<file path="src/rtl/motion_pkg.sv">
// Shared constants for the gantry motion controller.
// Command modes, status codes, FSM states, coil phase table.
package motion_pkg;

  localparam logic MODE_MOVE = 1'b0;
  localparam logic MODE_HOME = 1'b1;

  localparam logic [1:0] ST_OK         = 2'd0;
  localparam logic [1:0] ST_LIMIT      = 2'd1;
  localparam logic [1:0] ST_ABORT      = 2'd2;
  localparam logic [1:0] ST_HOME_FAULT = 2'd3;

  typedef enum logic [1:0] {
    S_IDLE,
    S_RUN,
    S_HOME,
    S_FINISH
  } state_t;

  // Coil order is red, blue, yellow, orange (MSB first).
  function automatic logic [3:0] phase_of(input logic [1:0] idx);
    logic [3:0] ph;
    unique case (idx)
      2'd0: ph = 4'b1000;
      2'd1: ph = 4'b0100;
      2'd2: ph = 4'b0010;
      default: ph = 4'b0001;
    endcase
    return ph;
  endfunction

endpackage

</file>
<file path="src/rtl/stepper_axis.sv">
// One stepper axis: phase index, absolute position, MOVE/HOME stepping.
// Ports: i_tick step strobe, i_start latch command, i_dir/i_steps/i_home
// command fields, i_abort stop, i_lim_lo/i_lim_hi switches; o_phase coils,
// o_pos position, o_active stepping, o_hit_limit, o_fault home timeout.
module stepper_axis
  import motion_pkg::*;
#(
  parameter int STEP_W      = 12,
  parameter int POS_W       = 16,
  parameter int HOME_MAX    = 4095,
  parameter int HOLD_TORQUE = 1
) (
  input  logic              clk,
  input  logic              reset,
  input  logic              i_tick,
  input  logic              i_start,
  input  logic              i_dir,
  input  logic [STEP_W-1:0] i_steps,
  input  logic              i_home,
  input  logic              i_abort,
  input  logic              i_lim_lo,
  input  logic              i_lim_hi,
  output logic [3:0]        o_phase,
  output logic [POS_W-1:0]  o_pos,
  output logic              o_active,
  output logic              o_hit_limit,
  output logic              o_fault
);

  localparam int HC_RAW = $clog2(HOME_MAX + 1);
  localparam int HC_W   = (HC_RAW > STEP_W) ? HC_RAW : STEP_W;

  logic              r_active;
  logic              r_dir;
  logic              r_home;
  logic              r_energ;
  logic              r_hit;
  logic              r_fault;
  logic [1:0]        r_idx;
  logic [POS_W-1:0]  r_pos;
  logic [STEP_W-1:0] r_rem;
  logic [HC_W-1:0]   r_cnt;

  logic              w_go;
  logic              w_lim;
  logic [1:0]        w_idx;
  logic [POS_W-1:0]  w_pos;

  assign w_go  = i_home | (|i_steps);
  assign w_lim = r_dir ? i_lim_hi : i_lim_lo;
  assign w_idx = r_dir ? r_idx + 2'd1 : r_idx - 2'd1;
  assign w_pos = r_dir ? r_pos + POS_W'(1)
                       : r_pos - POS_W'(1);

  always_ff @(posedge clk) begin
    if (reset) begin
      r_active <= 1'b0;
      r_dir    <= 1'b0;
      r_home   <= 1'b0;
      r_energ  <= 1'b0;
      r_hit    <= 1'b0;
      r_fault  <= 1'b0;
      r_idx    <= 2'd0;
      r_pos    <= '0;
      r_rem    <= '0;
      r_cnt    <= '0;
    end else if (i_start) begin
      r_active <= w_go;
      r_dir    <= i_dir & ~i_home;
      r_home   <= i_home;
      r_rem    <= i_steps;
      r_cnt    <= '0;
      r_hit    <= 1'b0;
      r_fault  <= 1'b0;
      if (w_go) r_energ <= 1'b1;
    end else if (i_abort) begin
      r_active <= 1'b0;
    end else if (i_tick && r_active) begin
      if (w_lim) begin
        // Home dir is always 0, so w_lim is limit_lo there.
        r_active <= 1'b0;
        if (r_home) r_pos <= '0;
        else        r_hit <= 1'b1;
      end else begin
        r_idx <= w_idx;
        r_pos <= w_pos;
        if (r_home) begin
          r_cnt <= r_cnt + HC_W'(1);
          if (r_cnt == HC_W'(HOME_MAX - 1)) begin
            r_active <= 1'b0;
            r_fault  <= 1'b1;
          end
        end else begin
          r_rem <= r_rem - STEP_W'(1);
          if (r_rem == STEP_W'(1)) r_active <= 1'b0;
        end
      end
    end
  end

  assign o_phase = (r_active || (HOLD_TORQUE != 0 && r_energ))
                 ? phase_of(r_idx) : 4'b0000;
  assign o_pos       = r_pos;
  assign o_active    = r_active;
  assign o_hit_limit = r_hit;
  assign o_fault     = r_fault;

endmodule

</file>
<file path="src/rtl/gantry_motion_ctrl.sv">
// N-axis gantry stepper controller: handshake, step divider, FSM, status.
// Ports: cmd_* command channel and abort, limit_lo/hi switches,
// coils/pos per axis, busy, done pulse, status code.
module gantry_motion_ctrl
  import motion_pkg::*;
#(
  parameter int NUM_AXES    = 2,
  parameter int STEP_W      = 12,
  parameter int POS_W       = 16,
  parameter int DIV_W       = 20,
  parameter int STEP_DIV    = 50000,
  parameter int HOME_MAX    = 4095,
  parameter int HOLD_TORQUE = 1
) (
  input  logic                       clk,
  input  logic                       reset,
  input  logic                       cmd_valid,
  output logic                       cmd_ready,
  input  logic                       cmd_mode,
  input  logic [NUM_AXES-1:0]        cmd_dir,
  input  logic [NUM_AXES*STEP_W-1:0] cmd_steps,
  input  logic                       cmd_abort,
  input  logic [NUM_AXES-1:0]        limit_lo,
  input  logic [NUM_AXES-1:0]        limit_hi,
  output logic [4*NUM_AXES-1:0]      coils,
  output logic [NUM_AXES*POS_W-1:0]  pos,
  output logic                       busy,
  output logic                       done,
  output logic [1:0]                 status
);

  state_t             r_state;
  state_t             w_next;
  logic [DIV_W-1:0]   r_div;
  logic [1:0]         r_status;
  logic [1:0]         w_fin;
  logic [NUM_AXES-1:0] w_active;
  logic [NUM_AXES-1:0] w_hit;
  logic [NUM_AXES-1:0] w_fault;
  logic               w_run;
  logic               w_accept;
  logic               w_abort;
  logic               w_tick;
  logic               w_home;
  logic               w_wrap;

  assign w_run    = (r_state == S_RUN) || (r_state == S_HOME);
  assign cmd_ready = (r_state == S_IDLE) || (r_state == S_FINISH);
  assign w_accept = cmd_valid & cmd_ready;
  assign w_abort  = w_run & cmd_abort;
  assign w_wrap   = (r_div == DIV_W'(STEP_DIV - 1));
  // Abort wins over a tick landing in the same cycle.
  assign w_tick   = w_run & ~cmd_abort & w_wrap;
  assign w_home   = (cmd_mode == MODE_HOME);

  always_ff @(posedge clk) begin
    if (reset) r_state <= S_IDLE;
    else       r_state <= w_next;
  end

  always_comb begin
    w_next = r_state;
    unique case (r_state)
      S_IDLE, S_FINISH: begin
        if (w_accept) w_next = w_home ? S_HOME : S_RUN;
        else          w_next = S_IDLE;
      end
      S_RUN, S_HOME: begin
        if (w_abort || !(|w_active)) w_next = S_FINISH;
      end
      default: w_next = S_IDLE;
    endcase
  end

  always_comb begin
    w_fin = ST_OK;
    if (w_abort)       w_fin = ST_ABORT;
    else if (|w_fault) w_fin = ST_HOME_FAULT;
    else if (|w_hit)   w_fin = ST_LIMIT;
  end

  always_ff @(posedge clk) begin
    if (reset) begin
      r_status <= ST_OK;
      r_div    <= '0;
    end else begin
      if (w_accept) r_status <= ST_OK;
      else if (w_run && w_next == S_FINISH) r_status <= w_fin;
      if (w_accept)   r_div <= '0;
      else if (w_run) r_div <= w_wrap ? '0 : r_div + DIV_W'(1);
    end
  end

  for (genvar g = 0; g < NUM_AXES; g++) begin : g_axis
    stepper_axis #(
      .STEP_W      (STEP_W),
      .POS_W       (POS_W),
      .HOME_MAX    (HOME_MAX),
      .HOLD_TORQUE (HOLD_TORQUE)
    ) u_axis (
      .clk         (clk),
      .reset       (reset),
      .i_tick      (w_tick),
      .i_start     (w_accept),
      .i_dir       (cmd_dir[g]),
      .i_steps     (cmd_steps[g*STEP_W +: STEP_W]),
      .i_home      (w_home),
      .i_abort     (w_abort),
      .i_lim_lo    (limit_lo[g]),
      .i_lim_hi    (limit_hi[g]),
      .o_phase     (coils[4*g +: 4]),
      .o_pos       (pos[g*POS_W +: POS_W]),
      .o_active    (w_active[g]),
      .o_hit_limit (w_hit[g]),
      .o_fault     (w_fault[g])
    );
  end

  assign busy   = w_run;
  assign done   = (r_state == S_FINISH);
  assign status = r_status;

endmodule

</file>
<file path="config.mk">
export PLATFORM = sky130hd
export DESIGN_NAME = gantry_motion_ctrl
export DESIGN_NICKNAME = d
export VERILOG_FILES = /design/src/rtl/motion_pkg.sv /design/src/rtl/stepper_axis.sv /design/src/rtl/gantry_motion_ctrl.sv
export SDC_FILE = /design/constraint.sdc
export NUM_CORES = 1
export LEC_CHECK = 0
export ABC_AREA = 1
export CORE_MARGIN = 5
export CORE_UTILIZATION = 31
export CTS_CLUSTER_SIZE = 24
export DETAILED_ROUTE_END_ITERATION = 6
export GPL_TIMING_DRIVEN = 0
export SLEW_MARGIN = 20
export SYNTH_ARGS = -nofsm -noshare
export SYNTH_HDL_FRONTEND = slang
export SYNTH_SLANG_ARGS = --single-unit
</file>
<file path="constraint.sdc">
create_clock -name clk -period 2.3 [get_ports clk]
set_input_delay 0.46 -clock clk [delete_from_list [all_inputs] [get_ports clk]]
set_output_delay 0.46 -clock clk [all_outputs]
set_load 0.005 [all_outputs]
</file>
# --- Word level (Yosys, flattened, before mapping) ---
# Index checks and enable logic that the tools add are counted.
# Widths: inputs -> output; s select.
word_totals:
  latch_bits: 0
  input_bits: 35
  romBits: 0
  output_inout_bits: 45
  mem_count: 0
  word_cells: 159
  register_bits: 119
  mem_bits_rw: 0
classes:
  muxes: 45
  n_shift: 0
  n_reduce_logical: 42
  n_bitwise: 15
  magnitude_cmp: 0
  mul: 0
  div_mod_pow: 0
  n_addsub: 13
  eq_ne: 22
ops:
  columns: ["op", "n"]
  rows:
  - ["$mux 12", 10]
  - ["$mux 16", 5]
  - ["$reduce_and 4->1", 10]
  - ["$add 16x1->16 const B", 2]
  - ["$sub 16x1->16 const B", 2]
  - ["$add 12x1->12 const B", 2]
  - ["$eq 12x1->1 const B", 2]
  - ["$eq 12x12->1 const B", 2]
  - ["$pmux 4 s3", 2]
  - ["$reduce_or 12->1", 2]
  - ["$sub 12x1->12 const B", 2]
  - ["$add 20x1->20 const B", 1]
  - ["$eq 20x16->1 const B", 1]
  - ["$mux 20", 1]
  - ["$mux 1", 17]
  - ["$mux 2", 7]
  - ["$reduce_or 2->1", 6]
  - ["$eq 2x2->1 const B", 5]
  - ["$ne 2x1->1 const B", 5]
  - ["$reduce_and 5->1", 2]
  - ["$reduce_bool 5->1", 2]
  - ["$mux 4", 2]
  - ["$not 1->1", 7]
  - ["$and 1x1->1", 6]
  - ["16 further kinds", 34]

# --- Logic depth before layout (Yosys ltp) ---
# Gate-level depths: netlist of the first run.
logic_depth:
  ltp_word: 8
  ltp_mapped: 13
  depth_no_buf: 12

# --- Modules after synthesis ---
# From an unflattened synthesis of the first run, not the netlist that was laid out.
unflattened:
  cells_unflattened: 1233
  hier_area_um2: 7883.8
modules_own_cells:
  columns: ["mod", "area_each_um2", "cells_each", "seq_area_each_um2", "n_inst"]
  rows:
  - ["stepper_axis", 3248.1, 507, 960.9, 2]
  - ["gantry_motion_ctrl", 1387.6, 219, 480.5, 1]

# --- Worst setup path before layout of the first run ---
# Ideal clock, no wire load.
synth_path:
  kind: "reg-to-reg"
  start: "register r_state[0]"
  end: "register g_axis[1].u_axis.r_pos[7]"
  setup_time_ps: 111
  synth_period_minus_slack_ps: 1798
  required_time_ps: 2189
  stages_incl_launch_ff: 14
  arrival_ps: 1687
  path_buffers: 1
  slack_ps: 502
  path_cell_list: "dfxtp_1 > ha_1 > buf_4 > inv_6 > nand2_4 > inv_4 > nor2_4 > inv_1 > nand2_1 > inv_1 > nor2_2 > or2_1 > inv_1 > nor2_1"
synth_via:
  elab_chain_cells: 6
  word_cells_on_any_way: 14
  classes_between: "eq/ne (3); bitwise (6); reduce/logical (5)"
synth_lines:
  columns: ["item", "line_no", "text"]
  rows:
  - ["start: declaration", "gantry_motion_ctrl.sv:32", "state_t r_state;"]
  - ["start signal: assignment", "gantry_motion_ctrl.sv:58", "else r_state <= w_next;"]
  - ["$eq 2x1->1 or $eq 2x2->1 (tied branches)", "gantry_motion_ctrl.sv:47", "assign w_run = (r_state == S_RUN) || (r_state == S_HOME);"]
  - ["$logic_or 1x1->1 *", "gantry_motion_ctrl.sv:47", null]
  - ["named net busy", "gantry_motion_ctrl.sv:27", "output logic busy,"]
  - ["$and 1x1->1 (2 in a row)", "gantry_motion_ctrl.sv:53", "assign w_tick = w_run & ~cmd_abort & w_wrap;"]
  - ["$logic_and 1x1->1", "stepper_axis.sv:78", "end else if (i_tick && r_active) begin"]
  - ["$reduce_and 4->1 (no source line) *", null, null]
  - ["end signal: assignment", "stepper_axis.sv:86", "r_pos <= w_pos;"]
  - ["end: declaration", "stepper_axis.sv:40", "logic [POS_W-1:0] r_pos;"]
# Mark *: on every way through the listed nets, which the timed path passes. The rest lies on a longest branch.
# A chain may end at the register's enable or synchronous reset.

# --- Worst setup path after layout of the first run ---
layout_path:
  start: "register r_state[0]"
  end: "output cmd_ready"
layout_via:
  elab_chain_cells: 2
  word_cells_on_any_way: 3
  classes_between: "eq/ne (1); reduce/logical (2)"
layout_lines:
  columns: ["item", "line_no", "text"]
  rows:
  - ["$eq 2x2->1 or $logic_not 2->1 (tied branches)", "gantry_motion_ctrl.sv:48", "assign cmd_ready = (r_state == S_IDLE) || (r_state == S_FINISH);"]
  - ["$logic_or 1x1->1 *", "gantry_motion_ctrl.sv:48", null]
  - ["end: declaration", "gantry_motion_ctrl.sv:18", "output logic cmd_ready,"]
# Every way passes the cells marked *; elsewhere a longest branch is shown, timed or not.

==> results.py, run 1 <==
metrics = {
    "grt": {
        "gr-total-overflow": 0,
        "grt_pass1_vias": 8334,
        "grtUsageTotal_pct": 16.5,
        "grt_max_degree": 18,
        "grt_pass1_wl_um": 41900,
        "antenna_found_initial": 1,
    },
    "clock_network": {
        "cts_made_buffers": 17,
        "cts_tree": "built",
        "post_cts_buffers": 0,
        "htree_levels": 4,
        "clkLatencyLatePin_ns": 0.42,
        "clk_path_buf_depth": 2,
        "clk_pin_slew_ns": 0.06,
        "clkSinkCount": 119,
        "ctsRootBufferMaster": "clkbuf_16",
    },
    "worst_setup_path": {
        "arrival_ns": 1.75,
        "reg2reg_depth": 10,
        "cp_data_required_time_ns": 1.84,
        "max_stage_delay_ns": 0.51,
        "end_kind": "output port",
        "crit_fanout": 10,
        "cpMaxStageDelayCell": "clkdlybuf4s50_1",
        "startpoint": "r_state[0]$_SDFF_PP0_",
        "r2r_start": "r_state[1]$_SDFF_PP0_",
        "critPathKind": "reg2out",
        "r2r_end": "g_axis[0].u_axis.o_pos[7]$_SDFFE_PP0P_",
        "cp-start-kind": "flop",
        "worstPathCellList": "ha_4 > buf_6 > inv_8 > clkdlybuf4s50_1",
        "ff2ff_setup_slack_ns": 0.18,
    },
    "pwr": {
        "vdd_drop_max_mv": 0.501,
        "power.density_mw_per_mm2": 869,
        "leakage_nw": 4.29,
        "finalPower_mw": 8.98,
    },
    "finish": {
        "areaGrowthSynthToFinish_pct": 21.8,
        "drive_above_1_share_pct": 7.27,
        "diodes": 0,
        "ff_latch_area_mm2": 0.00239,
        "fill_cells": 2851,
        "fin_nets": 1514,
        "fin_cells": 1785,
        "final_common_cell": "nand2_1",
        "multi_input_area_mm2": 0.00533,
        "layout_common_cells": "nand2_1, inv_1, nor2_1",
    },
    "floorplanning": {
        "dieWidth_um": 176,
        "row_count": 60,
        "core-area_mm2": 0.0270,
        "die_h_um": 176,
        "io-pin-count": 80,
        "initial_core_util_pct": 31.5,
        "die_area_mm2": 0.0308,
    },
    "sta": {
        "hold_viol": 0,
        "min_period_over_period_pct": 96.0,
        "rsz0062_at_grt": "false",
        "tightest_slew_ns": 0.694,
        "worst_clock_skew_ns": 0.00915,
        "fin_crit_ns": 2.21,
        "max_freq_mhz": 453,
        "drv_slew": 0,
        "setup_viol": 0,
        "relSlewSlack_pct": 53.8,
    },
    "route": {
        "routedWlPerCell_um": 14.1,
        "viasPerCell": 4.91,
        "dr.pass1.iters": 5,
        "drtIter0Drc": 524,
        "drt.antenna.violating_nets": 0,
        "drc": 0,
        "vias": 8771,
        "drt_wl_total_um": 25200,
    },
    "logic_synthesis": {
        "syn_nets": 1417,
        "netlist_instances": 1334,
        "synth_edf_count": 0,
        "syn_area_per_cell_um2": 6.37,
        "async_flop_share_pct": 0,
        "synth_cell_type_count": 45,
        "synth-seq-area-share_pct": 28.1,
        "syn_area_mm2": 0.00849,
        "ys_warn_count": 0,
        "synthFlopType": "dfxtp_1",
        "ys_ff_latch": 119,
    },
    "worst_hold_path": {
        "hold_depth": 2,
        "hp-class": "reg2reg",
        "hold_start": "g_axis[0].u_axis.r_energ$_SDFFE_PP0P_",
        "hold_path_end": "g_axis[0].u_axis.r_energ$_SDFFE_PP0P_",
    },
    "status": {
        "status": "complete, no violations",
    },
    "placed_design": {
        "dp_cells": 1753,
        "portBuffers": 78,
        "place_congestion": 0.892,
        "hpwl_um": 19600,
    },
    "flow_run": {
        "maxCapViolations": 0,
    },
}
## cell type report
class	count	share of cell area, %
inverters	162	6.00
well taps	341	4.13
multi-input cells	1019	51.5
clock buffers	19	4.28
clock inverters	13	1.50
plain buffers	34	1.96
flip-flops and latches	119	23.1
repair buffers	78	7.55
## cell families (layout without fill, tap and decap cells)
logic type / after synthesis / after routing / synth area share [%]
and+or+nand+nor: 766 / 766 / 40.8
xor gates and xnor gates: 40 / 40 / 4.13
buffers and inverters: 196 / 306 / 9.58
AOI/OAI and AO/OA: 165 / 165 / 10.2
DFF: 119 / 119 / 28.1
adders and majority gates: 48 / 48 / 7.25
## through the flow
step | utilization (%) | hold WS, ns | setup TNS (ns) | area [µm²] | setup slack [ns]
floorplan | - | 0.430 | 0 | 8490 | 0.502
global placement | 36.0 | 0.439 | -2.50 | 9700 | -0.191
detailed placement | 36.0 | 0.445 | -2.35 | 9700 | -0.155
CTS | 38.3 | 0.454 | 0 | 10300 | 0.0121
global route | 38.4 | 0.468 | 0 | 10300 | 0.00853
finish | 38.4 | 0.451 | 0 | 10300 | 0.0919
## worst max-delay path, delay by kind of cell (launching register included)
kind	cells	cell delay, ns
flops	1	0.33
fa+ha+maj	1	0.24
buf+inv	3	0.75
## layer usage
| metal | wire (µm) | track usage [%] | vias to the layer above |
|---|---|---|---|
| met5 | 11 | 0 | - |
| met4 | 378 | 4.26 | 2 |
| li1 | - | - | 4541 |
| met1 | 12000 | 22.4 | 4008 |
| met2 | 11700 | 27.3 | 196 |
| met3 | 1210 | 2.97 | 24 |
## repair_timing
item / in CTS / in global routing
hold buffers: 0 / 0
resized for setup: 4 / 12
endpoints found under the setup margin: 30 / 40
## worst max path at each step
stage	to	slack [ns]	cells after the start
6_report	cmd_ready	0.09	4
5_1_grt	coils[1]	0.009	3
4_1_cts	g_axis[1].u_axis.o_fault$_SDFFE_PP0P_	0.01	9
3_5_place_dp	g_axis[0].u_axis.r_cnt[0]$_SDFFE_PP0P_	-0.15	7
3_3_place_gp	g_axis[0].u_axis.r_cnt[0]$_SDFFE_PP0P_	-0.19	7
2_1_floorplan	g_axis[1].u_axis.o_pos[7]$_SDFFE_PP0P_	0.50	13
## power breakdown
group | internal (mW) | switching [mW]
combinational | 1.31 | 2.36
sequential | 2.31 | 0.261
clock | 1.72 | 1.02
## cells in the mapped netlist (all sizes together), types with 4 or more instances
cell | number | area, µm²
nand2 | 364 | 1400
nor2 | 176 | 773
inv | 162 | 616
nand3 | 126 | 668
dfxtp | 119 | 2380
a21oi | 115 | 576
ha | 46 | 576
nand4 | 40 | 278
o21ai | 35 | 175
nor3 | 33 | 165
xor2 | 27 | 236
buf | 19 | 141
clkbuf | 15 | 56.3
xnor2 | 13 | 114
nand3b | 11 | 82.6
nor4 | 6 | 37.5
or2 | 6 | 37.5
o21bai | 4 | 30.0
## registers in the layout, indices dropped and copies added, names as in the netlist
signal / cells
g_axis.u_axis.r_idx: 4
g_axis.u_axis.r_cnt: 24
r_state: 2
r_div: 20
g_axis.u_axis.o_hit_limit: 2
g_axis.u_axis.r_energ: 2
g_axis.u_axis.o_pos: 32
g_axis.u_axis.r_home: 1
g_axis.u_axis.r_dir: 2
g_axis.u_axis.r_rem: 24
g_axis.u_axis.o_fault: 2
g_axis.u_axis.o_active: 2
status: 2
Note: power is estimated with default switching activity, not from simulation.
==> run 2, diff against run 1 <==
--- a/config.mk
+++ b/config.mk
@@ -10,6 +10,7 @@
 export CORE_UTILIZATION = 31
 export CTS_CLUSTER_SIZE = 24
 export DETAILED_ROUTE_END_ITERATION = 6
+export DONT_BUFFER_PORTS = 1
 export GPL_TIMING_DRIVEN = 0
 export SLEW_MARGIN = 20
 export SYNTH_ARGS = -nofsm -noshare
==> run 2 against run 1 <==
Clock-buffer cell count down 1. Routed wire length down 0.21%. Total power down 1.3%. Largest power group unchanged. Register-to-register slack worse by 0.04 ns. Sequential share of layout area up 1.8 points. Critical endpoint is now g_axis[0].u_axis.r_cnt[6]$_SDFFE_PP0P_. Clock power about the same. Critical path type is now reg2reg.
==> results.py, run 2 (synthesis gave the netlist of run 1 again) <==
metrics = {
    "status": {
        "status": "complete, no violations",
    },
    "clock_network": {
        "clk_path_buf_depth": 2,
        "htree_levels": 4,
        "ctsRootBufferMaster": "clkbuf_16",
        "clkSinkCount": 119,
        "holdBufCountCts": 0,
        "cts_tree": "built",
        "clkLatencyLatePin_ns": 0.43,
        "cts_made_buffers": 17,
        "clk_pin_slew_ns": 0.06,
    },
    "pwr": {
        "switching_share_pct": 42.1,
        "power_frac_comb_pct": 40.0,
        "clkPwrFrac_pct": 31.1,
        "power_switching_mw": 3.73,
        "vdd_drop_max_mv": 0.577,
        "p_int_mw": 5.13,
        "leakage_nw": 4.04,
        "power.density_mw_per_mm2": 924,
        "p_seq_share_pct": 28.9,
    },
    "sta": {
        "relSlewSlack_pct": 54.1,
        "drv_slew": 0,
        "min_period_over_period_pct": 93.7,
        "hold_viol": 0,
        "fin_crit_ns": 2.16,
        "max_freq_mhz": 464,
        "hold_ws_ns": 0.187,
        "setup_viol": 0,
        "tightest_slew_ns": 0.689,
        "worst_clock_skew_ns": 0.00980,
    },
    "grt": {
        "grt_pass1_vias": 7887,
        "antenna_found_initial": 2,
        "grtUsageTotal_pct": 16.2,
        "gr-total-overflow": 0,
        "grt_pass1_wl_um": 40600,
        "grt_max_degree": 18,
    },
    "route": {
        "viasPerCell": 4.98,
        "drtIter0Drc": 614,
        "vias": 8518,
        "routedWlPerCell_um": 14.7,
        "drt.antenna.violating_nets": 0,
        "drt_wl_total_um": 25200,
        "dr.pass1.iters": 5,
        "drc": 0,
    },
    "floorplanning": {
        "initial_core_util_pct": 31.5,
        "die_h_um": 176,
        "die_area_mm2": 0.0308,
        "dieWidth_um": 176,
        "io-pin-count": 80,
        "row_count": 60,
        "core-area_mm2": 0.0270,
    },
    "worst_setup_path": {
        "cpMaxStageDelayCell": "ha_1",
        "critPathKind": "reg2reg",
        "worstPathCellList": "ha_1 > buf_4 > inv_6 > nand2_4 > inv_4 > nor2_4 > inv_1 > buf_2 > nor2_1",
        "arrival_ns": 2.46,
        "max_stage_delay_ns": 0.35,
        "cp_data_required_time_ns": 2.60,
        "end_kind": "flop",
        "cp-start-kind": "flop",
        "crit_fanout": 10,
    },
    "finish": {
        "fill_cells": 2871,
        "drive_above_1_share_pct": 8.25,
        "largest_reg_flops": 32,
        "layout_common_cells": "nand2_1, nor2_1, inv_1",
        "final_common_cell": "nand2_1",
        "diodes": 0,
        "multi_input_area_mm2": 0.00533,
        "ff_latch_area_mm2": 0.00238,
        "stdcell_area_mm2": 0.00959,
        "fin_nets": 1439,
        "areaGrowthSynthToFinish_pct": 13.0,
    },
    "flow_run": {
        "maxCapViolations": 0,
    },
    "placed_design": {
        "hpwl_um": 19700,
        "place_congestion": 0.891,
        "postPlaceCellArea_mm2": 0.00892,
        "portBuffers": 0,
    },
    "worst_hold_path": {
        "hp-class": "in2reg",
    },
}
run 2: changes by cell type in the layout (fill, tap and decap cells not counted), moves of 3 or more:
cell,previous run,this run
nor2_2,12,7
clkinv_4,2,5
clkbuf_2,1,7
dfxtp_1,115,118
nor2_4,9,12
clkbuf_1,16,10
dfxtp_2,4,1
inv_6,0,6
buf_4,2,6
clkdlybuf4s50_1,78,0
clkinv_2,5,0
run 2: cell type report:
type | count | area share (%)
repair buffers | 3 | 0.235
clock inverters | 14 | 1.70
well taps | 341 | 4.45
inverters | 162 | 6.47
plain buffers | 34 | 2.16
clock buffers | 18 | 4.58
multi-input cells | 1019 | 55.6
flip-flops and latches | 119 | 24.8
run 2: power by group through the flow:
stage	registers, mW	clock network (mW)	logic [mW]
floorplan	2.52	0	2.67
global placement	2.59	0	3.41
detailed placement	2.60	0	3.44
CTS	2.55	2.81	3.47
global route	2.59	2.88	4.01
finish	2.56	2.76	3.55
run 2: final timing paths:
| path | startpoint | endpoint | slack (ns) | cells after the start |
|---|---|---|---|---|
| max | r_state[0]$_SDFF_PP0_ | g_axis[0].u_axis.r_cnt[6]$_SDFFE_PP0P_ | 0.14 | 9 |
| min | cmd_dir[0] | g_axis[0].u_axis.r_dir$_SDFFE_PP0P_ | 0.19 | 2 |
| max reg2reg | r_state[0]$_SDFF_PP0_ | g_axis[0].u_axis.r_cnt[6]$_SDFFE_PP0P_ | 0.14 | 9 |
| min reg2reg | g_axis[1].u_axis.r_energ$_SDFFE_PP0P_ | g_axis[1].u_axis.r_energ$_SDFFE_PP0P_ | 0.45 | 2 |
run 2: per-layer routing:
metal | track usage (%) | part of all wire [%] | vias to the layer above
met5 | 0 | 0.071 | -
met4 | 5.30 | 2.4 | 4
met3 | 3.49 | 4.6 | 42
met2 | 26.9 | 46 | 167
met1 | 21.0 | 47 | 3906
li1 | - | - | 4399
run 2: repair_timing:
| action | in CTS | in global routing |
|---|---|---|
| gates cloned | 0 | 0 |
| pin swaps | 0 | 3 |
| setup buffers | 0 | 3 |
| setup endpoints to repair | 32 | 66 |
| resized for setup | 4 | 23 |
run 2: through the flow:
step                setup slack, ns  setup TNS, ns  utilization (%)  instances  power (mW)
floorplan                     0.502              0                -       1334        5.19
global placement            -0.0868          -1.07             33.1       1675        6.00
detailed placement           -0.119          -1.65             33.1       1675        6.04
CTS                         0.00321              0             35.4       1707        8.84
global route               -0.00234       -0.00234             35.6       1710        9.48
finish                        0.144              0             35.6       1710        8.86
run 2: worst max-delay path, delay by kind of cell (launching register included):
kind	cells	cell delay, ns
flops	1	0.33
simple gates	3	0.28
buf+inv	5	1.05
fa+ha+maj	1	0.35
